<file path="src/rtl/mips_pipe_core_if.sv">
`default_nettype none
// +-------------------------------------------------------------------------+
// | mips_pipe_core_if : instruction/data memory, status and debug WB bus    |
// | Rev 1.0                                                                 |
// +-------------------------------------------------------------------------+
interface mips_pipe_core_if #(
  parameter int PC_WIDTH       = 6,
  parameter int DATA_WIDTH     = 8,
  parameter int REG_ADDR_WIDTH = 3,
  parameter int CNT_WIDTH      = 16
);
  logic [PC_WIDTH-1:0]       imem_addr;
  logic [31:0]               imem_data;
  logic [DATA_WIDTH-1:0]     dmem_addr;
  logic [DATA_WIDTH-1:0]     dmem_wdata;
  logic                      dmem_we;
  logic                      dmem_re;
  logic [DATA_WIDTH-1:0]     dmem_rdata;
  logic                      stall;
  logic                      flush;
  logic                      wb_we;
  logic [REG_ADDR_WIDTH-1:0] wb_reg;
  logic [DATA_WIDTH-1:0]     wb_data;
  logic [CNT_WIDTH-1:0]      retired;

  modport master (
    output imem_addr, dmem_addr, dmem_wdata, dmem_we, dmem_re,
           stall, flush, wb_we, wb_reg, wb_data, retired,
    input  imem_data, dmem_rdata
  );

  modport slave (
    input  imem_addr, dmem_addr, dmem_wdata, dmem_we, dmem_re,
           stall, flush, wb_we, wb_reg, wb_data, retired,
    output imem_data, dmem_rdata
  );
endinterface
`default_nettype wire

</file>
<file path="src/rtl/mips_pipe_core.sv">
`default_nettype none
// +-------------------------------------------------------------------------+
// | mips_pipe_core : 5-stage MIPS subset pipeline, forwarding, stall, flush |
// | Rev 1.0                                                                 |
// +-------------------------------------------------------------------------+
module mips_pipe_core #(
  parameter int PC_WIDTH       = 6,
  parameter int DATA_WIDTH     = 8,
  parameter int REG_ADDR_WIDTH = 3,
  parameter int CNT_WIDTH      = 16
) (
  input  logic             clk,
  input  logic             rst,
  mips_pipe_core_if.master bus
);
  localparam int         NREGS    = 2**REG_ADDR_WIDTH;
  localparam logic [5:0] OP_RTYPE = 6'h00;
  localparam logic [5:0] OP_ADDI  = 6'h08;
  localparam logic [5:0] OP_LW    = 6'h23;
  localparam logic [5:0] OP_SW    = 6'h2B;
  localparam logic [5:0] OP_BEQ   = 6'h04;
  localparam logic [5:0] FN_ADD   = 6'h20;
  localparam logic [5:0] FN_SUB   = 6'h22;
  localparam logic [5:0] FN_AND   = 6'h24;
  localparam logic [5:0] FN_OR    = 6'h25;
  localparam logic [5:0] FN_SLT   = 6'h2A;

  typedef logic [REG_ADDR_WIDTH-1:0] ridx_t;
  typedef logic [DATA_WIDTH-1:0]     word_t;
  typedef logic [PC_WIDTH-1:0]       pc_t;
  typedef logic [CNT_WIDTH-1:0]      cnt_t;
  typedef enum logic [2:0] {ALU_ADD, ALU_SUB, ALU_AND, ALU_OR, ALU_SLT} alu_op_e;

  // Only the register-index bits the file can address are kept from fetch.
  typedef struct packed {
    logic [5:0]  op;
    ridx_t       rs;
    ridx_t       rt;
    logic [15:0] imm;
  } ifid_t;

  typedef struct packed {
    logic        valid;
    logic        we;
    logic        is_lw;
    logic        is_sw;
    logic        is_beq;
    logic        use_imm;
    alu_op_e     alu_op;
    ridx_t       rs;
    ridx_t       rt;
    ridx_t       dest;
    word_t       rs_val;
    word_t       rt_val;
    logic [15:0] imm;
    pc_t         pc;
  } idex_t;

  typedef struct packed {
    logic  valid;
    logic  we;
    logic  is_lw;
    logic  is_sw;
    ridx_t dest;
    word_t alu;
    word_t sdata;
  } exmem_t;

  typedef struct packed {
    logic  valid;
    logic  we;
    ridx_t dest;
    word_t data;
  } memwb_t;

  pc_t    pc_q, pc_d, ifid_pc_q, ifid_pc_d;
  ifid_t  ifid_q, ifid_d;
  idex_t  idex_q, idex_d, id_ctl;
  exmem_t exmem_q, exmem_d;
  memwb_t memwb_q, memwb_d;
  cnt_t   retired_q;
  word_t  rf_q [NREGS];

  word_t       rs_rd, rt_rd, ex_a, ex_b, ex_rt, ex_res;
  logic [31:0] imm_ext;
  logic        id_uses_rt, stall, taken;
  pc_t         target;

  // EX/MEM never forwards a load: its ALU field holds the address, not the data.
  function automatic word_t fwd(ridx_t idx, word_t base, exmem_t em, memwb_t mw);
    if (idx != '0 && em.we && !em.is_lw && em.dest == idx) return em.alu;
    if (idx != '0 && mw.we && mw.dest == idx) return mw.data;
    return base;
  endfunction

  always_comb begin
    rs_rd = rf_q[ifid_q.rs];
    rt_rd = rf_q[ifid_q.rt];
    if (memwb_q.we && memwb_q.dest == ifid_q.rs) rs_rd = memwb_q.data;
    if (memwb_q.we && memwb_q.dest == ifid_q.rt) rt_rd = memwb_q.data;
    if (ifid_q.rs == '0) rs_rd = '0;
    if (ifid_q.rt == '0) rt_rd = '0;
  end

  always_comb begin
    id_ctl        = '0;
    id_uses_rt    = 1'b0;
    id_ctl.rs     = ifid_q.rs;
    id_ctl.rt     = ifid_q.rt;
    id_ctl.rs_val = rs_rd;
    id_ctl.rt_val = rt_rd;
    id_ctl.imm    = ifid_q.imm;
    id_ctl.pc     = ifid_pc_q;
    case (ifid_q.op)
      OP_RTYPE: begin
        id_uses_rt  = 1'b1;
        id_ctl.dest = ifid_q.imm[11 +: REG_ADDR_WIDTH];
        id_ctl.valid = 1'b1;
        case (ifid_q.imm[5:0])
          FN_ADD:  id_ctl.alu_op = ALU_ADD;
          FN_SUB:  id_ctl.alu_op = ALU_SUB;
          FN_AND:  id_ctl.alu_op = ALU_AND;
          FN_OR:   id_ctl.alu_op = ALU_OR;
          FN_SLT:  id_ctl.alu_op = ALU_SLT;
          default: id_ctl.valid  = 1'b0;
        endcase
      end
      OP_ADDI: begin
        id_ctl.valid = 1'b1; id_ctl.use_imm = 1'b1; id_ctl.dest = ifid_q.rt;
      end
      OP_LW: begin
        id_ctl.valid = 1'b1; id_ctl.use_imm = 1'b1; id_ctl.is_lw = 1'b1;
        id_ctl.dest  = ifid_q.rt;
      end
      OP_SW: begin
        id_ctl.valid = 1'b1; id_ctl.use_imm = 1'b1; id_ctl.is_sw = 1'b1;
        id_uses_rt   = 1'b1;
      end
      OP_BEQ: begin
        id_ctl.valid = 1'b1; id_ctl.is_beq = 1'b1; id_uses_rt = 1'b1;
      end
      default: ;
    endcase
    if (!id_ctl.valid) id_ctl.dest = '0;
    id_ctl.we = id_ctl.valid && (id_ctl.dest != '0);
  end

  assign stall = idex_q.is_lw && (idex_q.dest != '0) &&
                 ((idex_q.dest == ifid_q.rs) || (id_uses_rt && idex_q.dest == ifid_q.rt));

  always_comb begin
    imm_ext = {{16{idex_q.imm[15]}}, idex_q.imm};
    ex_a    = fwd(idex_q.rs, idex_q.rs_val, exmem_q, memwb_q);
    ex_rt   = fwd(idex_q.rt, idex_q.rt_val, exmem_q, memwb_q);
    ex_b    = idex_q.use_imm ? imm_ext[DATA_WIDTH-1:0] : ex_rt;
    case (idex_q.alu_op)
      ALU_SUB: ex_res = ex_a - ex_b;
      ALU_AND: ex_res = ex_a & ex_b;
      ALU_OR:  ex_res = ex_a | ex_b;
      ALU_SLT: ex_res = ($signed(ex_a) < $signed(ex_b)) ? word_t'(1) : '0;
      default: ex_res = ex_a + ex_b;
    endcase
    taken  = idex_q.is_beq && (ex_a == ex_rt);
    target = idex_q.pc + pc_t'(1) + imm_ext[PC_WIDTH-1:0];
  end

  always_comb begin
    exmem_d = '{valid: idex_q.valid, we: idex_q.we, is_lw: idex_q.is_lw,
                is_sw: idex_q.is_sw, dest: idex_q.dest, alu: ex_res, sdata: ex_rt};
    memwb_d = '{valid: exmem_q.valid, we: exmem_q.we, dest: exmem_q.dest,
                data: exmem_q.is_lw ? bus.dmem_rdata : exmem_q.alu};
  end

  // A taken branch outranks a load-use stall.
  always_comb begin
    pc_d       = pc_q + pc_t'(1);
    ifid_d.op  = bus.imem_data[31:26];
    ifid_d.rs  = bus.imem_data[21 +: REG_ADDR_WIDTH];
    ifid_d.rt  = bus.imem_data[16 +: REG_ADDR_WIDTH];
    ifid_d.imm = bus.imem_data[15:0];
    ifid_pc_d  = pc_q;
    idex_d     = id_ctl;
    if (taken) begin
      pc_d      = target;
      ifid_d    = '0;
      ifid_pc_d = '0;
      idex_d    = '0;
    end else if (stall) begin
      pc_d      = pc_q;
      ifid_d    = ifid_q;
      ifid_pc_d = ifid_pc_q;
      idex_d    = '0;
    end
  end

  always_ff @(posedge clk or posedge rst) begin
    if (rst) begin
      pc_q      <= '0;
      ifid_q    <= '0;
      ifid_pc_q <= '0;
      idex_q    <= '0;
      exmem_q   <= '0;
      memwb_q   <= '0;
      retired_q <= '0;
      for (int i = 0; i < NREGS; i++) rf_q[i] <= '0;
    end else begin
      pc_q      <= pc_d;
      ifid_q    <= ifid_d;
      ifid_pc_q <= ifid_pc_d;
      idex_q    <= idex_d;
      exmem_q   <= exmem_d;
      memwb_q   <= memwb_d;
      if (memwb_q.valid) retired_q <= retired_q + cnt_t'(1);
      if (memwb_q.we) rf_q[memwb_q.dest] <= memwb_q.data;
    end
  end

  assign bus.imem_addr  = pc_q;
  assign bus.dmem_addr  = exmem_q.alu;
  assign bus.dmem_wdata = exmem_q.sdata;
  assign bus.dmem_we    = exmem_q.is_sw;
  assign bus.dmem_re    = exmem_q.is_lw;
  assign bus.stall      = stall;
  assign bus.flush      = taken;
  assign bus.wb_we      = memwb_q.we;
  assign bus.wb_reg     = memwb_q.dest;
  assign bus.wb_data    = memwb_q.data;
  assign bus.retired    = retired_q;
endmodule
`default_nettype wire
</file>
<file path="src/flat_wrapper.sv">
// flat-port wrapper written by rule: the top's interface ports become plain ports
module mips_pipe_core_flat 
#(
  parameter int PC_WIDTH       = 6,
  parameter int DATA_WIDTH     = 8,
  parameter int REG_ADDR_WIDTH = 3,
  parameter int CNT_WIDTH      = 16
)
  (clk, rst, bus_imem_addr, bus_dmem_addr, bus_dmem_wdata, bus_dmem_we, bus_dmem_re, bus_stall, bus_flush, bus_wb_we, bus_wb_reg, bus_wb_data, bus_retired, bus_imem_data, bus_dmem_rdata);
  mips_pipe_core_if #(.PC_WIDTH(PC_WIDTH), .DATA_WIDTH(DATA_WIDTH), .REG_ADDR_WIDTH(REG_ADDR_WIDTH), .CNT_WIDTH(CNT_WIDTH)) bus_i ();
  input  logic clk;
  input  logic rst;
  output wire logic [$bits(bus_i.imem_addr)-1:0] bus_imem_addr;
  output wire logic [$bits(bus_i.dmem_addr)-1:0] bus_dmem_addr;
  output wire logic [$bits(bus_i.dmem_wdata)-1:0] bus_dmem_wdata;
  output wire logic [$bits(bus_i.dmem_we)-1:0] bus_dmem_we;
  output wire logic [$bits(bus_i.dmem_re)-1:0] bus_dmem_re;
  output wire logic [$bits(bus_i.stall)-1:0] bus_stall;
  output wire logic [$bits(bus_i.flush)-1:0] bus_flush;
  output wire logic [$bits(bus_i.wb_we)-1:0] bus_wb_we;
  output wire logic [$bits(bus_i.wb_reg)-1:0] bus_wb_reg;
  output wire logic [$bits(bus_i.wb_data)-1:0] bus_wb_data;
  output wire logic [$bits(bus_i.retired)-1:0] bus_retired;
  input wire logic [$bits(bus_i.imem_data)-1:0] bus_imem_data;
  input wire logic [$bits(bus_i.dmem_rdata)-1:0] bus_dmem_rdata;
  assign bus_imem_addr = bus_i.imem_addr;
  assign bus_dmem_addr = bus_i.dmem_addr;
  assign bus_dmem_wdata = bus_i.dmem_wdata;
  assign bus_dmem_we = bus_i.dmem_we;
  assign bus_dmem_re = bus_i.dmem_re;
  assign bus_stall = bus_i.stall;
  assign bus_flush = bus_i.flush;
  assign bus_wb_we = bus_i.wb_we;
  assign bus_wb_reg = bus_i.wb_reg;
  assign bus_wb_data = bus_i.wb_data;
  assign bus_retired = bus_i.retired;
  assign bus_i.imem_data = bus_imem_data;
  assign bus_i.dmem_rdata = bus_dmem_rdata;
  mips_pipe_core #(.PC_WIDTH(PC_WIDTH), .DATA_WIDTH(DATA_WIDTH), .REG_ADDR_WIDTH(REG_ADDR_WIDTH), .CNT_WIDTH(CNT_WIDTH)) u_core (.clk(clk), .rst(rst), .bus(bus_i));
endmodule
</file>
<file path="config.mk">
export PLATFORM = sky130hd
export DESIGN_NAME = mips_pipe_core_flat
export DESIGN_NICKNAME = d
export VERILOG_FILES = /design/src/rtl/mips_pipe_core_if.sv /design/src/rtl/mips_pipe_core.sv /design/src/flat_wrapper.sv
export SDC_FILE = /design/constraint.sdc
export NUM_CORES = 1
export LEC_CHECK = 0
export BUFFER_PORTS_ARGS = -buffer_cell sky130_fd_sc_hd__buf_2
export CAP_MARGIN = 15
export CELL_PAD_IN_SITES_DETAIL_PLACEMENT = 0
export CELL_PAD_IN_SITES_GLOBAL_PLACEMENT = 1
export CORE_ASPECT_RATIO = 0.75
export CORE_UTILIZATION = 48
export DETAILED_ROUTE_END_ITERATION = 12
export PLACE_DENSITY = 0.9
export SETUP_SLACK_MARGIN = 0.3
export SLEW_MARGIN = 20
export SYNTH_ARGS = -nofsm -noshare
export SYNTH_HDL_FRONTEND = slang
export SYNTH_SLANG_ARGS = --single-unit
</file>
<file path="constraint.sdc">
create_clock -name clk -period 7.37 [get_ports clk]
set_input_delay 1.474 -clock clk [delete_from_list [all_inputs] [get_ports clk]]
set_output_delay 1.474 -clock clk [all_outputs]
set_load 0.1 [all_outputs]
</file>
* Word-level counts from Yosys, hierarchy flattened
Index checks and enable logic that the tools add are counted. Widths: inputs -> output; s select.
Word-level totals: input port bits 42, register bits 204
Cells by class: order comparisons 5, add/subtract/negate cells 6, reduce and logical (&&, ||, !) cells 32, multiplexer cells 50, eq/ne operators 23, bitwise operators 5
Operators with widths (number):
- $mux 8 | 19
- $mux 56 | 2
- $bwmux 64 | 1
- $mux 28 | 2
- $bmux 8 s3 | 2
- $eq 6x6->1 const B | 7
- $pmux 8 s4 | 1
- $demux 8 s3 | 1
- $eq 3x3->1 | 8
- $mux 6 | 4
- $logic_and 1x1->1 | 18
- $add 16x1->16 const B | 1
- $mux 1 | 13
- $add 6x1->6 const B | 2
- $ge 4x4->1 const B | 3
- $not 3->4 | 3
- $pmux 3 s4 | 1
- $reduce_bool 3->1 | 4
- $add 8x8->8 | 1
- $and 8x8->8 | 1
- $eq 8x8->1 | 1
- $lt 8x8->1 | 1
- $or 8x8->8 | 1
- $sub 8x8->8 | 1
- other kinds (19) | 23

* Depth between registers and ports, before layout
Gate-level depths: netlist of the first run.
word-level depth 12, depth in mapped cells 19, depth with buffers taken out 16

* Least setup slack after synthesis of the first run
OpenSTA, ideal clock, no wires.
kind register to output, from register u_core.exmem_q, in the netlist u_core.bus.dmem_re, to output port bus_flush, path buffers 2, arrival 3.596 ns, slack 2.300 ns, cell stages (with the launch flop) 11, cells stage by stage dfrtp_1 -> or4b_1 -> a2111oi_2 -> o21ai_1 -> or4_1 -> o2111ai_1 -> o32a_1 -> a31oi_1 -> nor4_1 -> buf_2 -> buf_4
On the way: longest elaborated chain between the ends 7, elaborated cells on any way between the ends 11
RTL lines:
- start: declaration | line mips_pipe_core.sv:79 | exmem_t exmem_q, exmem_d;
- start signal: assignment | line mips_pipe_core.sv:211 | exmem_q <= exmem_d;
- $logic_not 1->1 * | line mips_pipe_core.sv:91 | if (idx != '0 && em.we && !em.is_lw && em.dest == idx) return em.alu;
- $logic_and 1x1->1 (2 in series) | line mips_pipe_core.sv:91
- $mux 1 | line mips_pipe_core.sv:91
- $mux 8 | line mips_pipe_core.sv:92 | if (idx != '0 && mw.we && mw.dest == idx) return mw.data;
- $eq 8x8->1 * | line mips_pipe_core.sv:163 | taken = idex_q.is_beq && (ex_a == ex_rt);
- $logic_and 1x1->1 * | line mips_pipe_core.sv:163
- end: declaration | line flat_wrapper.sv:19 | output wire logic [$bits(bus_i.flush)-1:0] bus_flush;
Every way passes the cells marked *; elsewhere a longest branch is shown, timed or not.

* Worst setup path after layout of the first run
Same ends and word-level chain as after synthesis.

==> results of run 1 <==
## logic make-up after synthesis
family                   count (synthesis)
multiplexers                           123
AND/OR/NAND/NOR                        343
flip-flops                             199
AO/OA/AOI/OAI                          215
buffers and inverters                  140
XOR/XNOR                                47
adder cells (fa/ha/maj)                 34
## worst max path at each step
stage,endpoint,slack (ps),depth (start not counted)
5_1_grt,bus_flush,1440,10
2_1_floorplan,u_core.bus.dmem_addr[0],470,1
4_1_cts,bus_flush,1580,10
3_5_place_dp,bus_flush,2080,10
6_report,bus_flush,1580,10
3_3_place_gp,bus_flush,2090,10
## worst register-to-register path, cell delays in order (launching register included)
cell and delay [ps]:
dfrtp_1 580, or4b_1 610, a2111oi_2 410, o21ai_1 110, buf_4 240, or4_1 530, o2111ai_1 140, o32a_1 220
a31oi_1 170, nor4_2 360, buf_4 460, mux2_1 380
## where the power goes
part	switching, mW	internal [mW]	leakage [nW]	total [mW]
combinational	0.352	0.139	2.90	0.492
clock	0.431	0.547	0.302	0.978
sequential	0.0751	1.16	2.65	1.24
## metrics by stage
step / hold slack (ps) / worst slack [ps] / std cells / utilization [%] / power (mW)
after floorplan: 331.2 / 470.3 / 1101 / - / 1.650
after global placement: 338.8 / 2088 / 1413 / 51.92 / 1.742
after detailed placement: 345.8 / 2076 / 1413 / 51.92 / 1.754
after CTS: 364.3 / 1583 / 1445 / 54.65 / 2.730
after global routing: 367.9 / 1439 / 1445 / 54.66 / 2.822
final: 363.1 / 1579 / 1445 / 54.66 / 2.708
## layout make-up
type	instances	area share, %
Multi-Input combinational cell	762	45.24
Sequential cell	199	40.55
Timing Repair Buffer	100	4.392
Clock buffer	18	3.577
Tap cell	294	2.996
Inverter	58	1.834
Clock inverter	14	1.406
## Yosys cell counts (all sizes together) (7+ instances only)
cell type,count,area share (%)
dfrtp,199,45
nand2,109,3.7
nor2,102,3.4
mux2,80,8.1
a21oi,68,3.0
inv,57,1.9
buf,44,2.7
o21ai,39,1.7
clkbuf,38,1.3
nand3,36,1.6
ha,31,3.5
xnor2,28,2.2
mux4,27,5.4
nor3,25,1.1
xor2,19,1.5
mux2i,16,1.4
nand4,12,0.67
o21a,12,0.81
o22ai,11,0.62
and3,10,0.56
o211ai,10,0.67
o21bai,9,0.60
a211oi,8,0.54
a21boi,8,0.54
a21o,7,0.47
nor2b,7,0.39
nor3b,7,0.47
## routing by layer
metal	wire (um)	vias up	global-route usage (%)
met5	0	-	0
met4	396	0	6.363
met2	12340	241	36.25
met1	12940	4179	34.59
met3	1381	29	4.620
li1	-	3923	-
==> qor.txt, run 1 <==
Synth Area in Compound Gates - 12.62%
Initial Util - 49.73%
maxcap violations - 0
Critical Path RT - 5900 ps
Placer Congestion - 0.9032
pwr dens - 220.5 nW/um2
Final Hold Viols - 0
via count - 8372
Biggest register - u_core.rf_q
CP Capture Type - output port
yosys warns - 0
R2R Path End - u_core.bus.imem_addr[1]
Clock Sinks - 199
area share of fa/ha/maj cells after synthesis - 4.010%
pin count of the biggest net entering global routing - 119
crit path DAT - 4320 ps
Register Area - 4980 um2
measured slew at the worst slew-check pin - 1014 ps
Largest stage delay, worst path - 610 ps
max reg flops - 64
fraction of registers with async set/reset - 100.0%
drt via density - 5.794
Mean Syn Cell Area - 10.15 um2
placement row count - 47
GRT Util Overall - 23.77%
multi-input logic area - 5555 um2
commonest non-fill, non-tap cell in the layout - dfrtp_1
DR WL/cell - 18.72 um
cell with the largest stage delay on the worst path - or4b_1
VDD IR max - 0.0001648 V
commonest non-fill, non-tap cells in the layout - dfrtp_1 (199), nand2_1 (109), nor2_1 (102), buf_2 (86), mux2_2 (79)
RSZ-0062 raised after global routing - false
WHS Endpoint - u_core.memwb_q[12]
Initial DRC Count - 727
ys flop type - dfrtp_1
fillers - 2011
htree depth - 4
total gr overflow - 0
Worst-path clk slew - 70 ps
io pins - 96
Max Slew Vio Count - 0
DP Wirelength - 18.87 mm
Top delay family on crit path - simple AND/OR/NAND/NOR gates
Die Wd - 178.2 um
CP Buf/Inv Count - 2
Placement Cell Area - 11660 um2
synth-to-layout area growth - 9.924%
Die Ht - 134.1 um
core area - 22460 um2
First-pass DRT Iterations - 5
crit path time final - 5791 ps
# DRC - 0
static leakage - 5.848 nW
Clock Skews - 9.691 ps
final instance area - 12280 um2
Synth cell types - 65
final count of negative-setup-slack endpoints - 0
global-route wire length before repair - 43.58 mm
Setup TNS Final - 0 ps
flop2flop setup slack - 3070 ps
syn_nets - 1177
reg2reg path depth - 11
Tcrit/Tclk final - 78.58%
worst hold stages - 0
Hold/Removal Path Class - flop to flop
CTS tree - yes
HP Start - u_core.exmem_q[22]
post-synthesis mux area share - 14.94%
Final #Nets - 1214
diode count - 0
cell breakdown of the critical path - or4b_1 -> a2111oi_2 -> o21ai_1 -> buf_4 -> or4_1 -> o2111ai_1 -> o32a_1 -> a31oi_1 -> nor4_2 -> buf_2
EDFF count, synth - 0
initial antenna violation count - 0
vias in the first global route - 8127
status - completed
port bufs - 86
WS Path Type - flop to output port
fmax - 172.7 MHz
crit path launch - u_core.bus.dmem_re
layout cells sized above 1 - 22.15%
Seq/Total Area, Yosys - 44.58%
ANT nets after route - 0
CP Max Fanout - 26
post-synthesis xor/xnor area fraction - 3.685%
largest family of logic cells by synthesized area - multiplexers
WL final - 27.06 mm
CTS Hold Bufs - 0
Root Buffer Master - clkbuf_16
FF-to-FF Start - u_core.bus.dmem_re
number of post-CTS setup repair buffers - 0
Post-Syn Area - 11170 um2
fraction of the mapped netlist area in simple logic gates - 14.21%
Synth Register Bits - 199
clock tree buffer depth - 2
DIE AREA - 23890 um2
Syn Inst Count - 1101
CP Launch Type - flop
slew margin rel. - 32.43%
worst skew pair latency - 440 ps
cts bufs inserted - 17
post-CTS sizing - 0
(Power assumes the default switching activity.)
==> inputs of run 2 (changes only) <==
--- a/config.mk
+++ b/config.mk
@@ -5,14 +5,15 @@
 export SDC_FILE = /design/constraint.sdc
 export NUM_CORES = 1
 export LEC_CHECK = 0
+export ABC_AREA = 1
 export BUFFER_PORTS_ARGS = -buffer_cell sky130_fd_sc_hd__buf_2
 export CAP_MARGIN = 15
 export CELL_PAD_IN_SITES_DETAIL_PLACEMENT = 0
 export CELL_PAD_IN_SITES_GLOBAL_PLACEMENT = 1
 export CORE_ASPECT_RATIO = 0.75
-export CORE_UTILIZATION = 48
+export CORE_UTILIZATION = 41
 export DETAILED_ROUTE_END_ITERATION = 12
-export PLACE_DENSITY = 0.9
+export PLACE_DENSITY = 0.86
 export SETUP_SLACK_MARGIN = 0.3
 export SLEW_MARGIN = 20
 export SYNTH_ARGS = -nofsm -noshare
==> constraint.sdc (replaced) <==
create_clock -name clk -period 4.81 [get_ports clk]
set_input_delay 0.962 -clock clk [delete_from_list [all_inputs] [get_ports clk]]
set_output_delay 0.962 -clock clk [all_outputs]
set_load 0.1 [all_outputs]
==> qor.txt, run 2 <==
status - completed
ys flop type - dfrtp_1
Die Wd - 194.2 um (+9.0%)
Placer Congestion - 0.8753 (-3.1%)
Post-Place Setup Slack - 914.0 ps (-1162 ps)
total gr overflow - 0 (unchanged)
Synth cell types - 50 (-23%)
CP Max Fanout - 11 (-58%)
Initial DRC Count - 944 (+30%)
pin count of the biggest net entering global routing - 75 (-37%)
CP Launch Type - flop
post-synth top area share - 43.83% (-0.75 points)
EDFF count, synth - 0 (unchanged)
initial antenna violation count - 0 (unchanged)
Biggest register - u_core.rf_q
Hold/Removal Path Class - flop to flop
Synth area leader - dfrtp_1
Post-Syn Area - 11360 um2 (+1.7%)
htree depth - 4 (unchanged)
vias in the first global route - 9407 (+16%)
Clock Skews - 15.01 ps (+5.316 ps)
Final Hold Viols - 0 (unchanged)
CTS tree - yes
commonest non-fill, non-tap cell in the layout - nand2_1
max reg flops - 64 (unchanged)
cell breakdown of the critical path - nor2_1 -> nand2_1 -> nand2_1 -> nand2_2 -> nand2_1 -> nand3_1 -> nand2_2 -> inv_2 -> nand2_1 -> nand3_1 -> nor2_2 -> nand3_2 -> inv_2 -> buf_2
post-route insts no fill - 1855 (+28%)
pwr dens - 389.5 nW/um2 (+77%)
Critical Path RT - 3850 ps (-2050 ps)
via count - 9848 (+18%)
VDD IR max - 0.0004478 V (+170%)
First-pass DRT Iterations - 5 (unchanged)
Max Slew Vio Count - 0 (unchanged)
ANT nets after route - 0 (unchanged)
worst skew pair latency - 450 ps (about the same)
fmax - 234.2 MHz
count leader, synth - nand2_1
cts bufs inserted - 17 (unchanged)
Synth top cells by count - nand2_1 (385), dfrtp_1 (199), inv_1 (147), o21ai_0 (131), nand3_1 (100)
placement row count - 52 (+11%)
static leakage - 6.245 nW (+6.8%)
Syn Inst Count - 1464 (+33%)
syn_nets - 1540 (+31%)
core area - 27130 um2 (+21%)
drt via density - 5.309 (-8.4%)
# DRC - 0 (unchanged)
Setup TNS Final - 0 ps (unchanged)
fraction of registers with async set/reset - 100.0% (unchanged)
layout cells sized above 1 - 14.30% (-7.9 points)
Die Ht - 146.2 um (+9.0%)
Synth Register Bits - 199 (unchanged)
synth-to-layout area growth - 9.725%
Mean Syn Cell Area - 7.760 um2 (-24%)
Largest stage delay, worst path - 500 ps (-110 ps)
DIE AREA - 28390 um2 (+19%)
WL final - 31.29 mm (+16%)
yosys warns - 0 (unchanged)
dpl cells - 1822 (+29%)
maxcap violations - 0 (unchanged)
Initial Util - 41.87% (-7.9 points)
DR WL/cell - 16.87 um (-9.9%)
ranking of synthesized cells by area - dfrtp_1 (44%), nand2_1 (13%), o21ai_0 (5.8%), inv_1 (4.9%), nand3_1 (4.4%)
slew margin rel. - 46.99% (+15 points)
WS Path Type - flop to output port
Seq/Total Area, Yosys - 43.83% (-0.75 points)
io pins - 96 (unchanged)
global-route wire length before repair - 50.68 mm (+16%)
CP Capture Type - output port
crit path time final - 4269 ps
cell with the largest stage delay on the worst path - dfrtp_1
Clock Sinks - 199 (unchanged)
GRT Util Overall - 22.66% (-1.1 points)
commonest non-fill, non-tap cells in the layout - nand2_1 (383), dfrtp_1 (199), inv_1 (146), o21ai_0 (130), nand3_1 (100)
final worst slack - 540.7 ps (-1038 ps)
Tcrit/Tclk final - 88.76%
measured slew at the worst slew-check pin - 793.0 ps (-220.5 ps)
final count of negative-setup-slack endpoints - 0 (unchanged)
clock tree buffer depth - 2 (unchanged)
diode count - 0 (unchanged)
Worst-path clk slew - 70 ps (about the same)
RSZ-0062 raised after global routing - false
port bufs - 86 (unchanged)
most used cell, CP - nand2_1
DP Wirelength - 21.56 mm (+14%)
Root Buffer Master - clkbuf_16
crit path DAT - 3310 ps (-1010 ps)
Final #Nets - 1567 (+29%)
## run 2: cell count changes in the layout (fill, tap and decap cells not counted), moves of 17 or more
cell | before | now
o21ai_0 | 35 | 130
inv_1 | 55 | 146
a21oi_1 | 68 | 86
mux4_2 | 27 | 0
nand2_1 | 109 | 383
xnor2_1 | 28 | 11
inv_2 | 1 | 26
nand3_1 | 36 | 100
mux2_2 | 79 | 1
nor2_1 | 102 | 83
## run 2: cell type report
| class | count | area [um2] |
|---|---|---|
| clock buffers | 23 | 488.0 |
| clock inverters | 9 | 115.1 |
| fillers | 2683 | 14670 |
| inverters | 176 | 664.4 |
| multi-input cells | 995 | 5191 |
| flip-flops and latches | 199 | 4980 |
| well taps | 351 | 439.2 |
| repair buffers | 102 | 588.1 |
## run 2: cell families after synthesis
group,count (synthesis),synth area share [%]
AO/OA/AOI/OAI,293,14.83
XOR/XNOR,34,2.621
adder cells (fa/ha/maj),34,3.943
buffers and inverters,270,10.52
flip-flops,199,43.83
multiplexers,1,0.09911
AND/OR/NAND/NOR,633,24.15
## run 2: routing by layer
metal	wire length, um	GRT usage (%)	share of wire (%)
met1	15500	34.50	50
met2	13360	33.02	43
met3	2143	4.089	6.8
met4	284	5.516	0.91
met5	0	0	0
## run 2: final timing paths
path,depth (start not counted),start,end,slack [ps]
worst min register to register,0,u_core.exmem_q[22],u_core.memwb_q[12],350
worst max-delay path,14,u_core.bus.wb_reg[2],bus_flush,540
worst max register to register,18,u_core.bus.wb_reg[1],u_core.bus.dmem_addr[5],1010
worst min-delay path,0,u_core.exmem_q[22],u_core.memwb_q[12],350
max in group asynchronous,3,rst,u_core.idex_q[7],3620
min in group asynchronous,2,rst,u_core.bus.retired[13],490
## run 2: stage by stage
stage          hold slack (ps)  utilization [%]  power [mW]  area, um2
2_1_floorplan            331.2                -       3.132      11360
3_3_place_gp             332.8            43.64       3.371      11840
3_5_place_dp             334.7            43.64       3.395      11840
4_1_cts                  350.9            45.86       4.883      12440
5_1_grt                  365.5            45.95       5.076      12470
6_report                 349.8            45.95       4.856      12470
## run 2: repair_timing
| item | CTS | global route |
|---|---|---|
| setup endpoints to repair | 0 | 2 |
| resized for setup | 0 | 2 |
| hold buffers | 0 | 0 |
| setup buffers | 0 | 0 |
## run 2: power by group
part	switching [mW]	leakage (nW)	internal (mW)
sequential	0.164	2.59	1.83
clock	0.659	0.290	0.827
combinational	1.06	3.36	0.322
## run 2: critical path: cells and delay by family, from the launching register on
kind / cells / cell delay [ps]
and+or+nand+nor: 11 / 1750
DFF: 1 / 500
buffers and inverters: 3 / 580
==> inputs of run 3 (changes only) <==
--- a/config.mk
+++ b/config.mk
@@ -11,9 +11,10 @@
 export CELL_PAD_IN_SITES_DETAIL_PLACEMENT = 0
 export CELL_PAD_IN_SITES_GLOBAL_PLACEMENT = 1
 export CORE_ASPECT_RATIO = 0.75
-export CORE_UTILIZATION = 41
+export CORE_UTILIZATION = 42
+export CTS_BUF_LIST = sky130_fd_sc_hd__clkbuf_4 sky130_fd_sc_hd__clkbuf_8
 export DETAILED_ROUTE_END_ITERATION = 12
-export PLACE_DENSITY = 0.86
+export PLACE_DENSITY = 0.88
 export SETUP_SLACK_MARGIN = 0.3
 export SLEW_MARGIN = 20
 export SYNTH_ARGS = -nofsm -noshare
==> qor.txt, run 3 (same netlist as run 2, synthesis figures left out) <==
post-CTS sizing - 0 (unchanged)
Clk pwr share - 26.2% (-4.4 points)
VDD IR max - 0.0004311 V (-3.7%)
Gate power share - 30.3% (+1.9 points)
number of post-CTS setup repair buffers - 0 (unchanged)
Worst-path clk slew - 100 ps (+30 ps)
Setup TNS Final - 0 ps (unchanged)
# DRC - 0 (unchanged)
CP Launch Type - flop
global-route wire length before repair - 49.10 mm (-3.1%)
pin count of the biggest net entering global routing - 76 (+1.3%)
utilization after layout - 46.55% (+0.60 points)
CP Max Fanout - 12 (+1)
Die Ht - 144.4 um (-1.2%)
placement row count - 51 (-1.9%)
DP Wirelength - 21.25 mm (-1.4%)
WS Path Type - flop to output port
Clock Sinks - 199 (unchanged)
total power draw - 4.554 mW (-6.2%)
Biggest register - u_core.rf_q
DR WL/cell - 16.62 um (-1.5%)
ANT nets after route - 0 (unchanged)
CP Buf/Inv Count - 3 (unchanged)
cts bufs inserted - 17 (unchanged)
final count of negative-setup-slack endpoints - 0 (unchanged)
RSZ-0062 raised after global routing - false
pwr dens - 372.1 nW/um2 (-4.5%)
Critical Path RT - 3850 ps (about the same)
Tcrit/Tclk final - 88.39% (-0.36 points)
static leakage - 6.146 nW (-1.6%)
commonest non-fill, non-tap cells in the layout - nand2_1 (382), dfrtp_1 (198), inv_1 (146), o21ai_0 (131), nand3_1 (100)
cell with the largest stage delay on the worst path - dfrtp_1
Sw Share - 40.08% (+1.3 points)
WL final - 30.67 mm (-2.0%)
vias in the first global route - 9106 (-3.2%)
max reg flops - 64 (unchanged)
crit path launch - u_core.bus.wb_reg[2]
cell-internal power - 2.728 mW (-8.3%)
Placer Congestion - 0.8863 (+1.3%)
part of the power in registers - 43.5% (+2.5 points)
status - completed
Die Wd - 191.9 um (-1.2%)
drt via density - 5.294 (-0.28%)
CP Capture Type - output port
core area - 26290 um2 (-3.1%)
Final #Nets - 1564 (-0.19%)
GR peak layer - met1
most used cell, CP - nand2_1
measured slew at the worst slew-check pin - 1066 ps (+273.0 ps)
diode count - 0 (unchanged)
via count - 9767 (-0.82%)
Root Buffer Master - clkbuf_8
flop2flop setup slack - 950 ps (-60 ps)
Net Switching - 1.825 mW (-3.0%)
synth-to-layout area growth - 7.720%
layout cells sized above 1 - 14.39% (+0.095 points)
Hold/Removal Path Class - flop to flop
crit path DAT - 3290 ps (-20 ps)
total gr overflow - 0 (unchanged)
crit path time final - 4252 ps (-17.50 ps)
maxcap violations - 0 (unchanged)
Max Slew Vio Count - 0 (unchanged)
Initial Util - 43.21% (+1.3 points)
CTS tree - yes
First-pass DRT Iterations - 5 (unchanged)
Initial DRC Count - 1013 (+7.3%)
Setup crit end - bus_flush
initial antenna violation count - 0 (unchanged)
GRT Util Overall - 23.12% (+0.46 points)
Worst path depth - 15 (+1)
cell breakdown of the critical path - nor2_1 -> nand2_1 -> nand2_2 -> nand3_2 -> nand2_1 -> nand3_1 -> nand2_1 -> nand2_1 -> nand2_1 -> nand3_1 -> nor2_2 -> nand3_2 -> buf_4 -> inv_2 -> clkbuf_4
FF-to-FF Start - u_core.bus.wb_reg[0]
met1 usage - 34.71% (+0.22 points)
Largest stage delay, worst path - 510 ps (about the same)
Top delay family on crit path - simple AND/OR/NAND/NOR gates
Clock Skews - 14.64 ps (-0.3700 ps)
R2R Path End - u_core.bus.dmem_addr[5]
slew margin rel. - 28.86% (-18 points)
Placement Cell Area - 11790 um2 (-0.41%)
Final Hold Viols - 0 (unchanged)
io pins - 96 (unchanged)
fmax - 235.2 MHz (+0.41%)
reg2reg path depth - 18 (unchanged)
CTS Hold Bufs - 0 (unchanged)
commonest non-fill, non-tap cell in the layout - nand2_1
grt met3 use - 4.174% (+0.085 points)
clock tree buffer depth - 2 (unchanged)
worst skew pair latency - 490 ps (+40 ps)
fillers - 2655 (-1.0%)
htree depth - 4 (unchanged)
port bufs - 86 (unchanged)
met2 Use GR - 34.13% (+1.1 points)
final instance area - 12240 um2 (-1.8%)
DIE AREA - 27720 um2 (-2.4%)
==> run 3: cell types whose count changed in the layout (fill, tap and decap cells not counted), moves of 2 or more <==
cell       change
buf_12         -3
clkbuf_1       -2
clkbuf_16     -17
clkbuf_4       +5
clkbuf_8      +16
==> run 3: worst register-to-register path: stages, from the launching register on <==
cell	delay [ps]
dfrtp_1	490
inv_2	90
nand2_1	80
nand3_1	90
nor2_2	390
nand3_1	170
nand3_1	120
nand2_1	110
o21ai_0	610
inv_1	100
ha_1	320
o31ai_1	420
inv_1	70
nor2_1	130
nor2_1	60
o21bai_1	160
a21oi_1	80
o21ai_0	90
o2111ai_1	130
==> run 3: layout make-up <==
cell class / count / area, um2 / share of cell area [%]
multi-input combinational: 995 / 5194 / 42.44
sequential: 199 / 4981 / 40.70
inverter: 176 / 664.4 / 5.429
timing repair buffer: 99 / 530.5 / 4.335
tap: 344 / 430.4 / 3.517
clock buffer: 24 / 305.3 / 2.495
clock inverter: 8 / 132.6 / 1.084
==> run 3: worst min-delay path by stage <==
stage / end / depth (start not counted) / slack (ps) / start
after floorplan: u_core.bus.dmem_we / 0 / 330 / u_core.exmem_d[19]
after global placement: u_core.exmem_q[21] / 0 / 330 / u_core.exmem_d[21]
after detailed placement: u_core.exmem_q[21] / 0 / 340 / u_core.exmem_d[21]
after CTS: u_core.bus.dmem_we / 0 / 360 / u_core.exmem_d[19]
after global routing: u_core.bus.dmem_we / 0 / 360 / u_core.exmem_d[19]
final: u_core.bus.dmem_we / 0 / 360 / u_core.exmem_d[19]
==> run 3: layer usage <==
metal / wire length, um / vias up
li1: - / 4777
met1: 15260 / 4641
met2: 13070 / 325
met3: 2093 / 24
met4: 244 / 0
met5: 0 / -
==> run 3: metrics by stage <==
stage / cells / worst slack [ps] / hold WS, ps
final: 1845 / 558.2 / 358.4
after global routing: 1845 / 355.1 / 361.4
after CTS: 1845 / 300.7 / 360.3
after detailed placement: 1813 / 858.5 / 337.8
after global placement: 1813 / 944.9 / 332.8
after floorplan: 1464 / 1199 / 331.2
==> run 3: power by group through the flow <==
| stage | logic [mW] | clock network, mW | registers [mW] |
|---|---|---|---|
| after floorplan | 0.911 | 0 | 2.22 |
| after global placement | 1.35 | 0 | 2.01 |
| after detailed placement | 1.37 | 0 | 2.02 |
| after CTS | 1.38 | 1.22 | 1.98 |
| after global routing | 1.49 | 1.28 | 2.00 |
| final | 1.38 | 1.19 | 1.98 |
